File: config.mk
export PLATFORM = sky130hd
export DESIGN_NAME = fpga_irq_responder_flat
export DESIGN_NICKNAME = d
export VERILOG_FILES = /design/src/rtl/fpga_irq_resp_pkg.sv /design/src/rtl/fpga_irq_responder_if.sv /design/src/rtl/fpga_irq_responder_irq_src_sync.sv /design/src/rtl/fpga_irq_responder.sv /design/src/flat_wrapper.sv
export SDC_FILE = /design/constraint.sdc
export NUM_CORES = 1
export LEC_CHECK = 0
export ABC_AREA = 1
export CORE_MARGIN = 5
export CORE_UTILIZATION = 40
export CTS_BUF_LIST = sky130_fd_sc_hd__clkbuf_4 sky130_fd_sc_hd__clkbuf_8
export DETAILED_ROUTE_END_ITERATION = 10
export PLACE_DENSITY = 0.72
export SETUP_SLACK_MARGIN = 0.02
export SLEW_MARGIN = 20
export SYNTH_ARGS = -nofsm -noshare
export SYNTH_HDL_FRONTEND = slang
export SYNTH_SLANG_ARGS = --single-unit
File: constraint.sdc
create_clock -name clk -period 2.23 [get_ports clk]
set_clock_uncertainty 0.15 [all_clocks]
set_input_delay 0.446 -clock clk [delete_from_list [all_inputs] [get_ports clk]]
set_output_delay 0.446 -clock clk [all_outputs]
set_load 0.02 [all_outputs]
File: src/rtl/fpga_irq_resp_pkg.sv
// Shared constants and helpers for the FPGA interrupt responder.
// Latency: none (package only).
// Backpressure: none (package only).
package fpga_irq_resp_pkg;

  localparam int ADDR_W  = 2;
  localparam int COUNT_W = 16;

  localparam logic [ADDR_W-1:0] ADDR_PENDING = 2'd0;
  localparam logic [ADDR_W-1:0] ADDR_MASK    = 2'd1;
  localparam logic [ADDR_W-1:0] ADDR_MODE    = 2'd2;
  localparam logic [ADDR_W-1:0] ADDR_COUNT   = 2'd3;

  // Expand active-low byte enables into an active-high 32-bit bit mask.
  function automatic logic [31:0] byte_mask(input logic [3:0] be_n);
    logic [31:0] m;
    m = '0;
    for (int k = 0; k < 4; k++) begin
      m[8*k +: 8] = {8{~be_n[k]}};
    end
    return m;
  endfunction

endpackage

File: src/rtl/fpga_irq_responder_if.sv
// Avalon-MM slave bus between the HPS lightweight bridge and the responder.
// Latency: reads return one cycle after the read strobe; writes act on the sampling edge.
// Backpressure: none, there is no waitrequest.
interface fpga_irq_responder_if;
  import fpga_irq_resp_pkg::*;

  logic [ADDR_W-1:0] avs_address;
  logic              avs_read;
  logic [31:0]       avs_readdata;
  logic              avs_write;
  logic [31:0]       avs_writedata;
  logic [3:0]        avs_writebyteenable_n;

  modport master (
    output avs_address, avs_read, avs_write, avs_writedata, avs_writebyteenable_n,
    input  avs_readdata
  );

  modport slave (
    input  avs_address, avs_read, avs_write, avs_writedata, avs_writebyteenable_n,
    output avs_readdata
  );

endinterface

File: src/rtl/fpga_irq_responder_irq_src_sync.sv
// Per-source synchroniser chain, edge-detect flop and set-condition output.
// Latency: set_cond asserts SYNC_STAGES edges after src rises.
// Backpressure: none; free-running sampler.
module irq_src_sync #(
  parameter int SYNC_STAGES = 2
) (
  input  logic clk,
  input  logic reset,
  input  logic src,
  input  logic mode,
  output logic set_cond
);

  logic [SYNC_STAGES-1:0] sync_q;
  logic                   prev_q;
  logic                   sync;

  assign sync = sync_q[SYNC_STAGES-1];

  // Shift the async input through the chain; prev holds the last synchronised value.
  always_ff @(posedge clk) begin
    if (reset) begin
      sync_q <= '0;
      prev_q <= 1'b0;
    end else begin
      sync_q <= {sync_q[SYNC_STAGES-2:0], src};
      prev_q <= sync;
    end
  end

  // Level mode fires while high; edge mode fires on the first high cycle only.
  always_comb begin
    set_cond = mode ? sync : (sync & ~prev_q);
  end

endmodule

File: src/rtl/fpga_irq_responder.sv
// HPS-facing interrupt responder: syncs event lines, latches pending, drives irq, exposes 4 regs.
// Latency: src to irq SYNC_STAGES+2 edges; read data one cycle after read strobe.
// Backpressure: none; the bus never stalls. Optional counter: FPGA_IRQ_RESP_COUNT_EN.
module fpga_irq_responder
  import fpga_irq_resp_pkg::*;
#(
  parameter int N_SRC       = 8,
  parameter int SYNC_STAGES = 2
) (
  input  logic                 clk,
  input  logic                 reset,
  input  logic [N_SRC-1:0]     src,
  fpga_irq_responder_if.slave  bus,
  output logic                 irq
);

  logic [N_SRC-1:0] set_cond;
  logic [N_SRC-1:0] pending;
  logic [N_SRC-1:0] mask;
  logic [N_SRC-1:0] mode;
  logic [31:0]      readdata;
  logic [31:0]      rd_mux;

  // Write data already gated by the byte enables; bits at and above N_SRC are dropped.
  logic [31:0]      wr_bits;
  logic [N_SRC-1:0] wr_src;
  logic [N_SRC-1:0] bm_src;
  logic [31:0]      bm_full;
  logic             unused_wr;

  assign bm_full   = byte_mask(bus.avs_writebyteenable_n);
  assign wr_bits   = bus.avs_writedata & bm_full;
  assign wr_src    = wr_bits[N_SRC-1:0];
  assign bm_src    = bm_full[N_SRC-1:0];
  assign unused_wr = ^wr_bits;

  logic wr_pending;
  logic wr_mask;
  logic wr_mode;

  assign wr_pending = bus.avs_write && (bus.avs_address == ADDR_PENDING);
  assign wr_mask    = bus.avs_write && (bus.avs_address == ADDR_MASK);
  assign wr_mode    = bus.avs_write && (bus.avs_address == ADDR_MODE);

  for (genvar i = 0; i < N_SRC; i++) begin : g_src
    irq_src_sync #(
      .SYNC_STAGES (SYNC_STAGES)
    ) u_sync (
      .clk      (clk),
      .reset    (reset),
      .src      (src[i]),
      .mode     (mode[i]),
      .set_cond (set_cond[i])
    );
  end

  // Pending latch: a new set condition beats a same-cycle W1C so no event is lost.
  always_ff @(posedge clk) begin
    if (reset) begin
      pending <= '0;
    end else if (wr_pending) begin
      pending <= (pending & ~wr_src) | set_cond;
    end else begin
      pending <= pending | set_cond;
    end
  end

  // MASK and MODE: plain RW with per-byte write enables.
  always_ff @(posedge clk) begin
    if (reset) begin
      mask <= '0;
      mode <= '0;
    end else begin
      if (wr_mask) mask <= (mask & ~bm_src) | wr_src;
      if (wr_mode) mode <= (mode & ~bm_src) | wr_src;
    end
  end

  // Registered interrupt request from unmasked pending bits.
  always_ff @(posedge clk) begin
    if (reset) irq <= 1'b0;
    else       irq <= |(pending & mask);
  end

`ifdef FPGA_IRQ_RESP_COUNT_EN
  logic [COUNT_W-1:0] count;
  logic               count_clr;

  assign count_clr = bus.avs_write && (bus.avs_address == ADDR_COUNT) &&
                     (!bus.avs_writebyteenable_n[0] || !bus.avs_writebyteenable_n[1]);

  // Saturating count of cycles with any set condition; a clear drops a same-cycle increment.
  always_ff @(posedge clk) begin
    if (reset) begin
      count <= '0;
    end else if (count_clr) begin
      count <= '0;
    end else if ((|set_cond) && (count != {COUNT_W{1'b1}})) begin
      count <= count + 1'b1;
    end
  end
`endif

  // Read mux over pre-write register contents.
  always_comb begin
    rd_mux = '0;
    case (bus.avs_address)
      ADDR_PENDING: rd_mux[N_SRC-1:0] = pending;
      ADDR_MASK:    rd_mux[N_SRC-1:0] = mask;
      ADDR_MODE:    rd_mux[N_SRC-1:0] = mode;
`ifdef FPGA_IRQ_RESP_COUNT_EN
      ADDR_COUNT:   rd_mux[COUNT_W-1:0] = count;
`else
      ADDR_COUNT:   rd_mux = '0;
`endif
      default:      rd_mux = '0;
    endcase
  end

  // Read data register: valid the cycle after a read, zero otherwise.
  always_ff @(posedge clk) begin
    if (reset)             readdata <= '0;
    else if (bus.avs_read) readdata <= rd_mux;
    else                   readdata <= '0;
  end

  assign bus.avs_readdata = readdata;

endmodule

File: src/flat_wrapper.sv
// flat-port wrapper written by rule: the top's interface ports become plain ports
module fpga_irq_responder_flat import fpga_irq_resp_pkg::*;
#(
  parameter int N_SRC       = 8,
  parameter int SYNC_STAGES = 2
)
  (clk, reset, src, irq, bus_avs_address, bus_avs_read, bus_avs_write, bus_avs_writedata, bus_avs_writebyteenable_n, bus_avs_readdata);
  fpga_irq_responder_if bus_i ();
  input  logic clk;
  input  logic reset;
  input  logic [N_SRC-1:0] src;
  output logic irq;
  input wire logic [$bits(bus_i.avs_address)-1:0] bus_avs_address;
  input wire logic [$bits(bus_i.avs_read)-1:0] bus_avs_read;
  input wire logic [$bits(bus_i.avs_write)-1:0] bus_avs_write;
  input wire logic [$bits(bus_i.avs_writedata)-1:0] bus_avs_writedata;
  input wire logic [$bits(bus_i.avs_writebyteenable_n)-1:0] bus_avs_writebyteenable_n;
  output wire logic [$bits(bus_i.avs_readdata)-1:0] bus_avs_readdata;
  assign bus_i.avs_address = bus_avs_address;
  assign bus_i.avs_read = bus_avs_read;
  assign bus_i.avs_write = bus_avs_write;
  assign bus_i.avs_writedata = bus_avs_writedata;
  assign bus_i.avs_writebyteenable_n = bus_avs_writebyteenable_n;
  assign bus_avs_readdata = bus_i.avs_readdata;
  fpga_irq_responder #(.N_SRC(N_SRC), .SYNC_STAGES(SYNC_STAGES)) u_core (.clk(clk), .reset(reset), .src(src), .bus(bus_i), .irq(irq));
endmodule
==> impl_metrics.py, run 1 <==
metrics = {
    "placed_design": {
        "place.gp.congestion": 0.838,
        "portBuffers": 31,
        "placed_area_mm2": 0.00275,
        "place_hpwl_um": 3300,
        "dp_slack_ns": 0.214,
    },
    "floorplanning": {
        "die_y_um": 88.6,
        "fp.dieW_um": 88.6,
        "core_area_mm2": 0.00596,
        "dieArea_mm2": 0.00785,
        "io_pins": 83,
        "initial_core_util": 0.415,
        "rows": 28,
    },
    "critical_path": {
        "slowest_delay_ns": 0.59,
        "cp_top_family": "buffers and inverters",
        "crit_cells": 1,
        "reg2reg_setup_slack_ns": 1.30,
        "arrival_ns": 1.24,
        "cp.required_ns": 1.63,
        "cp_cell_sequence": "clkdlybuf4s50_1",
        "start_kind": "register",
        "endpoint_kind": "output port",
        "rr_startpoint": "u_core.pending[6]",
        "reg2reg_depth": 4,
        "cp_num_buf_inv": 1,
        "worst-setup-path-type": "reg2out",
        "cp-startpoint": "u_core.irq",
        "critPathMaxFanout": 1,
        "slowest_stage": "clkdlybuf4s50_1",
    },
    "pwr": {
        "totalPowerFinal_mw": 2.16,
        "max-vdd-ir-drop_v": 0.000329,
        "p_leak_nw": 1.45,
        "p_per_area_mw_per_mm2": 737,
    },
    "logic_synthesis": {
        "avgSynthCellArea_um2": 7.51,
        "synth-xor-area-share": 0,
        "synthAdderAreaFrac": 0,
        "synth_seq_area_share": 0.462,
        "yosysTopAreaCell": "dfxtp_1",
        "synth.area.top_cells": "dfxtp_1 46%, nand2_1 10%, nand3_1 8.1%",
        "ys_seq_elements": 57,
        "netlist_instances": 329,
        "synth_top_family_by_area": "simple AND/OR/NAND/NOR gates",
        "yosysWarnings": 0,
        "muxShareOfSynthArea": 0,
        "ys_types": 19,
        "syn_area_mm2": 0.00247,
        "synth_simple_gate_area_frac": 0.319,
        "synth_top_area_frac": 0.462,
        "synth_compound_area_frac": 0.0182,
    },
    "global_route": {
        "gr-usage-all-layers": 0.126,
        "gr-total-overflow": 0,
        "grt_max_degree": 25,
        "grt_pass1_vias": 1604,
        "grt_pass1_wl_um": 7350,
        "grt_antenna_before_repair": 0,
    },
    "sta": {
        "finalHoldViolCount": 0,
        "rsz0062_at_grt": "no",
        "period_minus_slack_ns": 1.83,
        "setup_viol": 0,
        "fin_setup_tns_ns": 0,
        "maxSlewViolCount": 0,
        "worst_pin_slew_ns": 0.588,
        "clock.fmax_mhz": 546,
        "timing.slew.headroom": 0.606,
        "setup_ws_ns": 0.399,
        "period_share": 0.821,
    },
    "worst_hold_path": {
        "min_from": "u_core.g_src[7].u_sync.sync_q[0]",
        "hold_depth": 2,
        "hold_class": "reg2reg",
    },
    "route": {
        "drc": 0,
        "vias_per_cell": 4.30,
        "wl_per_cell_um": 10.4,
        "vias": 1920,
        "detail_route.iter0.violations": 100,
        "dr.pass1.iters": 4,
        "routed_wl_um": 4640,
        "ant_nets": 0,
    },
    "clocking": {
        "clkSinkCount": 57,
        "path_clk_slew_ns": 0.06,
        "clk_latency_ns": 0.33,
        "cts-root-buf": "clkbuf_8",
        "numCtsBuffers": 9,
        "cts_buffer_depth": 2,
        "cts_setup_buffers": 0,
        "tritoncts": "done",
        "cts_resized": 0,
        "ctsHtreeMaxLevel": 3,
        "holdBufCountCts": 0,
    },
    "cells_and_area": {
        "fin_area_mm2": 0.00293,
        "drive_gt1_frac": 0.110,
        "fill_cells": 616,
        "layout_common_cells": "68 x nand2_1, 57 x dfxtp_1, 52 x nor2_1, 50 x inv_1, 40 x nand3_1",
        "antenna_cells": 0,
        "post-route-util": 0.493,
        "final_common_cell": "nand2_1",
        "area_growth_pct": 18.7,
        "finish.net_count": 417,
    },
    "status": {
        "outcome": "complete, no violations",
    },
    "job": {
        "cap_violations": 0,
    },
}
[worst paths after layout]
check	endpoint
setup / recovery	irq
hold / removal	u_core.g_src[7].u_sync.sync_q[1]
setup reg to reg	u_core.irq
hold reg to reg	u_core.g_src[7].u_sync.sync_q[1]
[cells in the mapped netlist]
master     n
dfxtp_1   57
buf_6      3
inv_2      2
a21oi_1    1
nor2_2     8
inv_1     50
conb_1     1
nand2_2    1
buf_8      1
nand2_4    2
nor2_1    52
nand2_1   68
nand3_1   40
nor2_8     3
o21ai_1    2
buf_2      5
o21ai_0    6
bufinv_8   2
buf_4     25
[where the power goes]
part | switching (mW) | internal, mW | leakage, nW
Clock | 0.382 | 0.483 | 0.100
Sequential | 0.0197 | 1.06 | 0.466
Combinational | 0.133 | 0.0867 | 0.882
[area by class of cell]
| type | count | area, um^2 | share of cell area |
|---|---|---|---|
| tap | 75 | 93.8 | 0.0320 |
| clock buffer | 13 | 166 | 0.0567 |
| inverter | 54 | 230 | 0.0785 |
| clock inverter | 3 | 15.0 | 0.00512 |
| sequential | 57 | 1140 | 0.389 |
| multi-input combinational | 207 | 925 | 0.315 |
| timing repair buffer | 38 | 363 | 0.124 |
[routing by layer]
layer	up-vias	wire, um	GRT usage
met3	5	405	0.0577
met4	0	71	0.0577
met1	841	1950	0.143
li1	1015	-	-
met5	-	0	0
met2	59	2220	0.203
[stage by stage]
stage / cells / hold slack, ns
5_1_grt: 447 / 0.257
2_1_floorplan: 352 / 0.238
3_3_place_gp: 431 / 0.242
6_report: 447 / 0.250
4_1_cts: 447 / 0.252
3_5_place_dp: 431 / 0.243
[logic make-up (layout without fill, tap and decap cells)]
logic type,count (synthesis),count (layout)
other cells,1,24
simple gates,174,174
flops,57,57
compound gates,9,9
buf+inv,88,108
No activity file was read; power rests on OpenSTA's default activity.
==> inputs of run 2 (changes only) <==
--- a/config.mk
+++ b/config.mk
@@ -10,7 +10,7 @@
 export CORE_UTILIZATION = 40
 export CTS_BUF_LIST = sky130_fd_sc_hd__clkbuf_4 sky130_fd_sc_hd__clkbuf_8
 export DETAILED_ROUTE_END_ITERATION = 10
-export PLACE_DENSITY = 0.72
+export PLACE_DENSITY = 0.74
 export SETUP_SLACK_MARGIN = 0.02
 export SLEW_MARGIN = 20
 export SYNTH_ARGS = -nofsm -noshare
==> constraint.sdc (replaced) <==
create_clock -name clk -period 1.65 [get_ports clk]
set_clock_uncertainty 0.15 [all_clocks]
set_input_delay 0.33 -clock clk [delete_from_list [all_inputs] [get_ports clk]]
set_output_delay 0.33 -clock clk [all_outputs]
set_load 0.02 [all_outputs]
==> run 2 against run 1 <==
  * Worst setup slack lost 0.27 ns
  * Power grew 35%
  * Clock power grew 33%
  * Sequential cell count is the same
  * Via count shrank 2.8%
  * Combinational power grew 40%
  * Die area is the same
  * Worst hold slack lost 0.0013 ns
  * Largest power group unchanged
==> impl_metrics.py, run 2 (synthesis results as in run 1) <==
metrics = {
    "clocking": {
        "holdBufCountCts": 0,
        "path_clk_slew_ns": 0.06,
        "cts-root-buf": "clkbuf_8",
        "cts_buffer_depth": 2,
        "clk_latency_ns": 0.33,
        "numCtsBuffers": 9,
        "clkSinkCount": 57,
        "ctsHtreeMaxLevel": 3,
        "tritoncts": "done",
        "cts_setup_buffers": 0,
        "cts_resized": 9,
    },
    "sta": {
        "rsz0062_at_grt": "no",
        "period_minus_slack_ns": 1.52,
        "period_share": 0.923,
        "clock.fmax_mhz": 657,
        "timing.slew.headroom": 0.590,
        "finalHoldViolCount": 0,
        "setup_viol": 0,
        "maxSlewViolCount": 0,
        "whs_ns": 0.249,
        "worst_pin_slew_ns": 0.613,
    },
    "global_route": {
        "grt_pass1_vias": 1703,
        "gr-usage-all-layers": 0.125,
        "grt_pass1_wl_um": 7590,
        "grt_antenna_before_repair": 0,
        "gr-total-overflow": 0,
        "grt_max_degree": 25,
    },
    "critical_path": {
        "arrival_ns": 1.59,
        "cp.required_ns": 1.72,
        "slowest_stage": "clkdlybuf4s50_1",
        "crit_top_cell": "nand2_1",
        "critPathMaxFanout": 16,
        "cp_cell_sequence": "clkdlybuf4s50_1 > bufinv_8 > nand2_4 > nor2_8 > nand2_1 > nand2_1 > nor2_1",
        "start_kind": "primary input",
        "slowest_delay_ns": 0.52,
        "endpoint_kind": "register",
        "cp_top_family": "buffers and inverters",
        "worst-setup-path-type": "in2reg",
        "cp_num_buf_inv": 2,
    },
    "route": {
        "drc": 0,
        "wl_per_cell_um": 10.0,
        "vias_per_cell": 4.15,
        "dr.pass1.iters": 4,
        "detail_route.iter0.violations": 113,
        "vias": 1866,
        "routed_wl_um": 4520,
        "ant_nets": 0,
    },
    "floorplanning": {
        "die_y_um": 88.6,
        "fp.dieW_um": 88.6,
        "core_area_mm2": 0.00596,
        "dieArea_mm2": 0.00785,
        "io_pins": 83,
        "rows": 28,
        "initial_core_util": 0.415,
    },
    "placed_design": {
        "place_hpwl_um": 3250,
        "dp.cells": 436,
        "place.gp.congestion": 0.802,
        "portBuffers": 31,
    },
    "cells_and_area": {
        "layout_common_cells": "68 x nand2_1, 57 x dfxtp_1, 52 x nor2_1, 50 x inv_1, 40 x nand3_1",
        "area_growth_pct": 20.0,
        "instances_no_fill": 450,
        "post-route-util": 0.498,
        "antenna_cells": 0,
        "drive_gt1_frac": 0.117,
        "finish.net_count": 422,
        "final_common_cell": "nand2_1",
    },
    "pwr": {
        "max-vdd-ir-drop_v": 0.000398,
        "p_leak_nw": 1.51,
        "p_per_area_mw_per_mm2": 981,
        "totalPowerFinal_mw": 2.91,
    },
    "worst_hold_path": {
        "hold_class": "reg2reg",
    },
    "status": {
        "outcome": "complete, no violations",
    },
    "job": {
        "cap_violations": 0,
    },
}
run 2: path summary, 6_finish.rpt:
check / from / to / slack, ns / cells past startpoint
max: bus_avs_address[0] / register / 0.13 / 7
min: u_core.g_src[7].u_sync.sync_q[0] / u_core.g_src[7].u_sync.sync_q[1] / 0.25 / 2
max reg2reg: u_core.pending[6] / u_core.irq / 0.73 / 4
min reg2reg: u_core.g_src[7].u_sync.sync_q[0] / u_core.g_src[7].u_sync.sync_q[1] / 0.25 / 2
run 2: stage by stage:
step / cell area, um^2 / setup TNS, ns / setup WS (ns)
2_1_floorplan: 2560 / 0 / 0.421
3_3_place_gp: 2800 / -4.31 / -0.174
3_5_place_dp: 2800 / -4.78 / -0.202
4_1_cts: 2970 / 0 / 0.119
5_1_grt: 2970 / 0 / 0.0248
6_report: 2970 / 0 / 0.127
run 2: per-layer routing:
layer	global-route usage	routed length (um)	part of all wire
met2	0.202	2130	0.47
met5	0	0	0
met1	0.154	2030	0.45
met4	0.0536	69	0.015
met3	0.0410	291	0.064
run 2: final cells by class:
class	count	area [um^2]
Fill cell	586	2990
Sequential cell	57	1140
Multi-Input combinational cell	207	925
Timing Repair Buffer	43	402
Inverter	54	230
Clock buffer	14	174
Tap cell	75	93.8
run 2: worst min-delay path: stages, from the launching register on:
cell	delay, ns
dfxtp_1	0.29
inv_1	0.04
nor2_1	0.03
run 2: power by group:
part           internal (mW)  switching (mW)
Sequential              1.43          0.0266
Combinational          0.126           0.181
Clock                  0.661           0.486
